## src/rtl/rotary_quad_decoder_pkg.sv

```systemverilog
// Shared definitions for the rotary encoder front end: quadrature FSM states
// and the A/B rest code seen at every detent.
package rotary_quad_decoder_pkg;

    localparam logic [1:0] AB_REST = 2'b11;

    typedef enum logic [2:0] {
        ST_IDLE = 3'd0,
        ST_CW1  = 3'd1,
        ST_CW2  = 3'd2,
        ST_CW3  = 3'd3,
        ST_CCW1 = 3'd4,
        ST_CCW2 = 3'd5,
        ST_CCW3 = 3'd6,
        ST_WAIT = 3'd7
    } quad_state_t;

endpackage

```

## src/rtl/rotary_quad_decoder_debounce_filter.sv

```systemverilog
// Two-flop synchroniser followed by a stable-run counter; the filtered
// output only follows the pin after DEBOUNCE_CYCLES consecutive differing cycles.
module debounce_filter #(
    parameter int DEBOUNCE_CYCLES = 4096,
    parameter int CNT_W           = 13
) (
    input  logic clk,
    input  logic rst_n,
    input  logic d_raw,
    input  logic rst_val,
    output logic q
);

    localparam logic [CNT_W-1:0] CNT_LAST = CNT_W'(DEBOUNCE_CYCLES - 1);

    logic             sync_1;
    logic             sync_2;
    logic [CNT_W-1:0] cnt;

    always_ff @(posedge clk or negedge rst_n) begin
        if (!rst_n) begin
            sync_1 <= rst_val;
            sync_2 <= rst_val;
            q      <= rst_val;
            cnt    <= '0;
        end else begin
            sync_1 <= d_raw;
            sync_2 <= sync_1;
            // Any cycle where the pin agrees with the filtered value restarts the run.
            if (sync_2 == q) begin
                cnt <= '0;
            end else if (cnt == CNT_LAST) begin
                q   <= sync_2;
                cnt <= '0;
            end else begin
                cnt <= cnt + 1'b1;
            end
        end
    end

endmodule

```

## src/rtl/rotary_quad_decoder.sv

```systemverilog
// Rotary encoder front end: debounced A/B/push pins, full-detent quadrature
// decoding and single-cycle cw / ccw / btn / err pulses.
module rotary_quad_decoder
    import rotary_quad_decoder_pkg::*;
#(
    parameter int DEBOUNCE_CYCLES = 4096,
    parameter int CNT_W           = 13
) (
    input  logic clk,
    input  logic rst_n,
    input  logic rot_a,
    input  logic rot_b,
    input  logic rot_push,
    output logic cw,
    output logic ccw,
    output logic btn,
    output logic err
);

    logic [1:0]  rst_pipe;
    logic        rst_sync_n;
    logic        a_deb;
    logic        b_deb;
    logic        push_deb;
    logic        push_prev;
    logic [1:0]  ab;
    logic [1:0]  ab_prev;
    quad_state_t state;
    quad_state_t state_next;
    logic        cw_next;
    logic        ccw_next;
    logic        err_next;

    // Reset asserts immediately but releases in step with clk.
    always_ff @(posedge clk or negedge rst_n) begin
        if (!rst_n) begin
            rst_pipe <= 2'b00;
        end else begin
            rst_pipe <= {rst_pipe[0], 1'b1};
        end
    end

    assign rst_sync_n = rst_pipe[1];

    debounce_filter #(.DEBOUNCE_CYCLES(DEBOUNCE_CYCLES), .CNT_W(CNT_W)) u_deb_a (
        .clk(clk), .rst_n(rst_sync_n), .d_raw(rot_a), .rst_val(AB_REST[1]), .q(a_deb)
    );

    debounce_filter #(.DEBOUNCE_CYCLES(DEBOUNCE_CYCLES), .CNT_W(CNT_W)) u_deb_b (
        .clk(clk), .rst_n(rst_sync_n), .d_raw(rot_b), .rst_val(AB_REST[0]), .q(b_deb)
    );

    debounce_filter #(.DEBOUNCE_CYCLES(DEBOUNCE_CYCLES), .CNT_W(CNT_W)) u_deb_push (
        .clk(clk), .rst_n(rst_sync_n), .d_raw(rot_push), .rst_val(1'b0), .q(push_deb)
    );

    assign ab = {a_deb, b_deb};

    // The FSM only moves on a debounced A/B change; a two-bit jump is illegal
    // and parks in WAIT until the encoder is back on a detent.
    always_comb begin
        state_next = state;
        cw_next    = 1'b0;
        ccw_next   = 1'b0;
        err_next   = 1'b0;
        if (ab != ab_prev) begin
            case (state)
                ST_IDLE: begin
                    if (ab == 2'b01)      state_next = ST_CW1;
                    else if (ab == 2'b10) state_next = ST_CCW1;
                    else begin state_next = ST_WAIT; err_next = 1'b1; end
                end
                ST_CW1: begin
                    if (ab == 2'b00)         state_next = ST_CW2;
                    else if (ab == AB_REST)  state_next = ST_IDLE;
                    else begin state_next = ST_WAIT; err_next = 1'b1; end
                end
                ST_CW2: begin
                    if (ab == 2'b10)      state_next = ST_CW3;
                    else if (ab == 2'b01) state_next = ST_CW1;
                    else begin state_next = ST_WAIT; err_next = 1'b1; end
                end
                ST_CW3: begin
                    if (ab == AB_REST) begin state_next = ST_IDLE; cw_next = 1'b1; end
                    else if (ab == 2'b00)    state_next = ST_CW2;
                    else begin state_next = ST_WAIT; err_next = 1'b1; end
                end
                ST_CCW1: begin
                    if (ab == 2'b00)         state_next = ST_CCW2;
                    else if (ab == AB_REST)  state_next = ST_IDLE;
                    else begin state_next = ST_WAIT; err_next = 1'b1; end
                end
                ST_CCW2: begin
                    if (ab == 2'b01)      state_next = ST_CCW3;
                    else if (ab == 2'b10) state_next = ST_CCW1;
                    else begin state_next = ST_WAIT; err_next = 1'b1; end
                end
                ST_CCW3: begin
                    if (ab == AB_REST) begin state_next = ST_IDLE; ccw_next = 1'b1; end
                    else if (ab == 2'b00)    state_next = ST_CCW2;
                    else begin state_next = ST_WAIT; err_next = 1'b1; end
                end
                ST_WAIT: begin
                    if (ab == AB_REST) state_next = ST_IDLE;
                end
                default: state_next = ST_IDLE;
            endcase
        end
    end

    always_ff @(posedge clk or negedge rst_sync_n) begin
        if (!rst_sync_n) begin
            state     <= ST_IDLE;
            ab_prev   <= AB_REST;
            push_prev <= 1'b0;
            cw        <= 1'b0;
            ccw       <= 1'b0;
            err       <= 1'b0;
            btn       <= 1'b0;
        end else begin
            state     <= state_next;
            ab_prev   <= ab;
            push_prev <= push_deb;
            cw        <= cw_next;
            ccw       <= ccw_next;
            err       <= err_next;
            btn       <= push_deb & ~push_prev;
        end
    end

endmodule
```

## config.mk

```make
export PLATFORM = sky130hd
export DESIGN_NAME = rotary_quad_decoder
export DESIGN_NICKNAME = d
export VERILOG_FILES = /design/src/rtl/rotary_quad_decoder_pkg.sv /design/src/rtl/rotary_quad_decoder_debounce_filter.sv /design/src/rtl/rotary_quad_decoder.sv
export SDC_FILE = /design/constraint.sdc
export NUM_CORES = 1
export LEC_CHECK = 0
export ABC_CLOCK_PERIOD_IN_PS = 2400
export CAP_MARGIN = 0
export CORE_MARGIN = 2
export CORE_UTILIZATION = 45
export CTS_CLUSTER_DIAMETER = 120
export DETAILED_ROUTE_END_ITERATION = 16
export PLACE_DENSITY = 0.6
export SLEW_MARGIN = 20
export SYNTH_ARGS = -nofsm -noshare
export SYNTH_HDL_FRONTEND = slang
export SYNTH_SLANG_ARGS = --single-unit
```

## constraint.sdc

```tcl
create_clock -name clk -period 2.4 [get_ports clk]
set_input_delay 0.24 -clock clk [delete_from_list [all_inputs] [get_ports clk]]
set_output_delay 0.24 -clock clk [all_outputs]
set_load 0.02 [all_outputs]
```

==> impl_metrics.yaml <==
worst_setup_path:
  rr_endpoint: "state[1]"
  required_ns: 2.66
  critPathKind: "reg -> reg"
  r2r-start: "u_deb_a.q"
  crit_chain: "inv_1 -> ha_1 -> o21ai_0 -> o21ai_0 -> a32oi_1"
  crit_path_end_kind: "flop"
  r2r_slack_ns: 0.69
  crit_slowest_cell: "dfstp_2"
  critical_path.max_stage_delay_ns: 0.60
  r2r_cells: 5
  crit_fanout: 7
  cpMostUsedCell: "o21ai_0"
  start_kind: "flop"
  arrival_ns: 1.97
synthesis:
  syn_area_um2: 2740
  avgSynthCellArea_um2: 10.6
  yosys.cell_types.count: 37
  syn_inst: 259
  synth_nets: 271
  synth_edf_count: 0
  seq_area_frac_synth_pct: 55.2
  yosysWarnings: 0
  async_flop_share_pct: 100
  synthFlopType: "dfrtp_1"
  synth_seq_cells: 60
pwr:
  intPower_mw: 1.56
  sw_frac_of_total_pct: 22.4
  seqPwrFrac_pct: 52.6
  p_comb_share_pct: 3.1
  power.density_nw_per_um2: 650
  peakVddDrop_uv: 356
  total_leakage_power_nw: 1.33
  p_sw_uw: 448
  p_clk_share_pct: 44.3
clock_network:
  root_buffer: "clkbuf_8"
  clkTransAtPathRegs_ns: 0.07
  ctsLongestPathBuffers: 2
  clkLatencyLatePin_ns: 0.34
  cts_resized: 0
  h-tree-depth: 3
  cts_buffers: 9
  cts.hold.buffers_added: 0
  cts_sinks: 60
  post_cts_buffers: 0
  tritoncts: "built"
cells_and_area:
  drive_gt1_share_pct: 11.6
  final_common_cell: "dfrtp_1"
  fill_cells: 530
  nets: 285
  syn_to_final_growth_pct: 12.6
  final_util_pct: 52.4
  seq_area_um2: 1510
  antenna_cells: 0
  layout_common_cells: "dfrtp_1 (51), nor2_1 (49), xnor2_1 (18), xor2_1 (18), nand3_1 (13)"
  multi_input_area_um2: 1160
sta:
  hold_violations: 0
  period_needed_ns: 1.71
  max_freq_mhz: 584
  slew_headroom_pct: 52.6
  fin_crit_sh_pct: 71.3
  rsz0062_at_grt: "no"
  fin_ws_ns: 0.688
  worstMarginPinSlew_ns: 0.712
  slew_viol_final: 0
  finalSetupViolations: 0
  finalSetupTns_ns: 0
  timing.hold.ws_ns: 0.0632
  finalClockSkew_ns: 0.00751
flow_run:
  max_cap_viol_count: 0
place:
  pre_cts_ws_ns: 0.679
  gp_congestion: 0.825
  place_hpwl_um: 2800
  numPortBuffers: 8
die:
  dieArea_um2: 6730
  initial_utilization_pct: 46.5
  ios: 9
  core_region_area_um2: 5890
  chipHeight_um: 82.0
  dieWidth_um: 82.0
  rows: 28
drt:
  vias: 1793
  wl_per_cell_um: 12.3
  avgViaCountPerCell: 5.09
  ant_nets: 0
  first_iter_violations: 91
  drt_wl_total_um: 4330
  drc: 0
  dr.pass1.iters: 4
global_routing:
  antenna_found_initial: 0
  groute.usage.overall_pct: 15.3
  grt_pass1_vias: 1690
  grt_max_degree: 59
  overflow: 0
  grt_pass1_wl_um: 7560
run_status:
  status: "completed"
min_path:
  hold_path.class: "in -> async"
cells by family after synthesis:
family | after synthesis | share of synthesized area, %
AND/OR/NAND/NOR | 112 | 21.0
flip-flops | 60 | 55.2
XOR/XNOR | 36 | 11.5
AO/OA/AOI/OAI | 22 | 4.84
buffers and inverters | 17 | 2.60
adder cells (fa/ha/maj) | 7 | 3.20
multiplexers | 4 | 1.55
other | 1 | 0.137
cell usage after synthesis (4+ instances only):
cell type / count / share of area, %
nor3b_1: 4 / 1.1
nand2_1: 10 / 1.4
o21ai_0: 8 / 1.5
xnor2_1: 18 / 5.8
nor2_1: 49 / 6.7
nand4_1: 9 / 2.1
dfstp_2: 8 / 7.7
dfrtp_1: 52 / 48
nand3_1: 13 / 2.4
xor2_1: 18 / 5.8
ha_1: 7 / 3.2
inv_1: 11 / 1.5
nor3_1: 11 / 2.0
a21oi_1: 5 / 0.91
power by group through the flow:
stage          combinational [mW]  clock [mW]  sequential [mW]
2_1_floorplan              0.0331           0             1.08
3_3_place_gp               0.0657           0             1.07
3_5_place_dp               0.0652           0             1.07
4_1_cts                    0.0656       0.924             1.05
5_1_grt                    0.0742       0.971             1.06
6_report                   0.0624       0.888             1.05
worst max path at each step:
stage / slack (ns) / endpoint / cells past startpoint / from
2_1_floorplan: 0.62 / btn / 0 / rst_pipe[1]
3_3_place_gp: 0.69 / state[1] / 5 / u_deb_a.q
3_5_place_dp: 0.68 / state[1] / 5 / u_deb_a.q
4_1_cts: 0.69 / state[1] / 5 / u_deb_a.q
5_1_grt: 0.55 / state[1] / 5 / u_deb_a.q
6_report: 0.69 / state[1] / 5 / u_deb_a.q
state kept, by name, indices dropped and copies added, names as in the netlist, 2 cells and up:
signal	count
ab_prev	2
rst_pipe	2
u_deb_push.cnt	13
u_deb_b.cnt	13
u_deb_a.cnt	13
state	3
critical path, delay by kind of cell (launching register included):
family                     cells  cell delay [ns]
adders and majority gates      1             0.39
AOI/OAI and AO/OA              3             0.55
DFF                            1             0.60
buffers and inverters          1             0.08
metrics by stage:
stage	cell area [um2]	total power, mW	instances
after floorplan	2740	1.11	259
after global placement	2890	1.14	337
after detailed placement	2890	1.14	337
after CTS	3080	2.04	352
after global routing	3080	2.10	352
final	3080	2.00	352
layer usage:
layer	vias to the layer above	part of all wire, %	track usage (%)
met5	-	0	0
met4	0	2.4	8.50
met3	9	3.0	5.38
met2	19	44	22.0
met1	862	50	20.0
li1	903	-	-
final cells by class:
| cell class | count | area share (%) |
|---|---|---|
| repair buffers | 9 | 2.84 |
| well taps | 75 | 3.04 |
| multi-input cells | 182 | 37.5 |
| flip-flops and latches | 60 | 49.1 |
| inverters | 11 | 1.34 |
| clock inverters | 4 | 1.62 |
| clock buffers | 11 | 4.59 |
No activity file was read; power rests on OpenSTA's default activity.
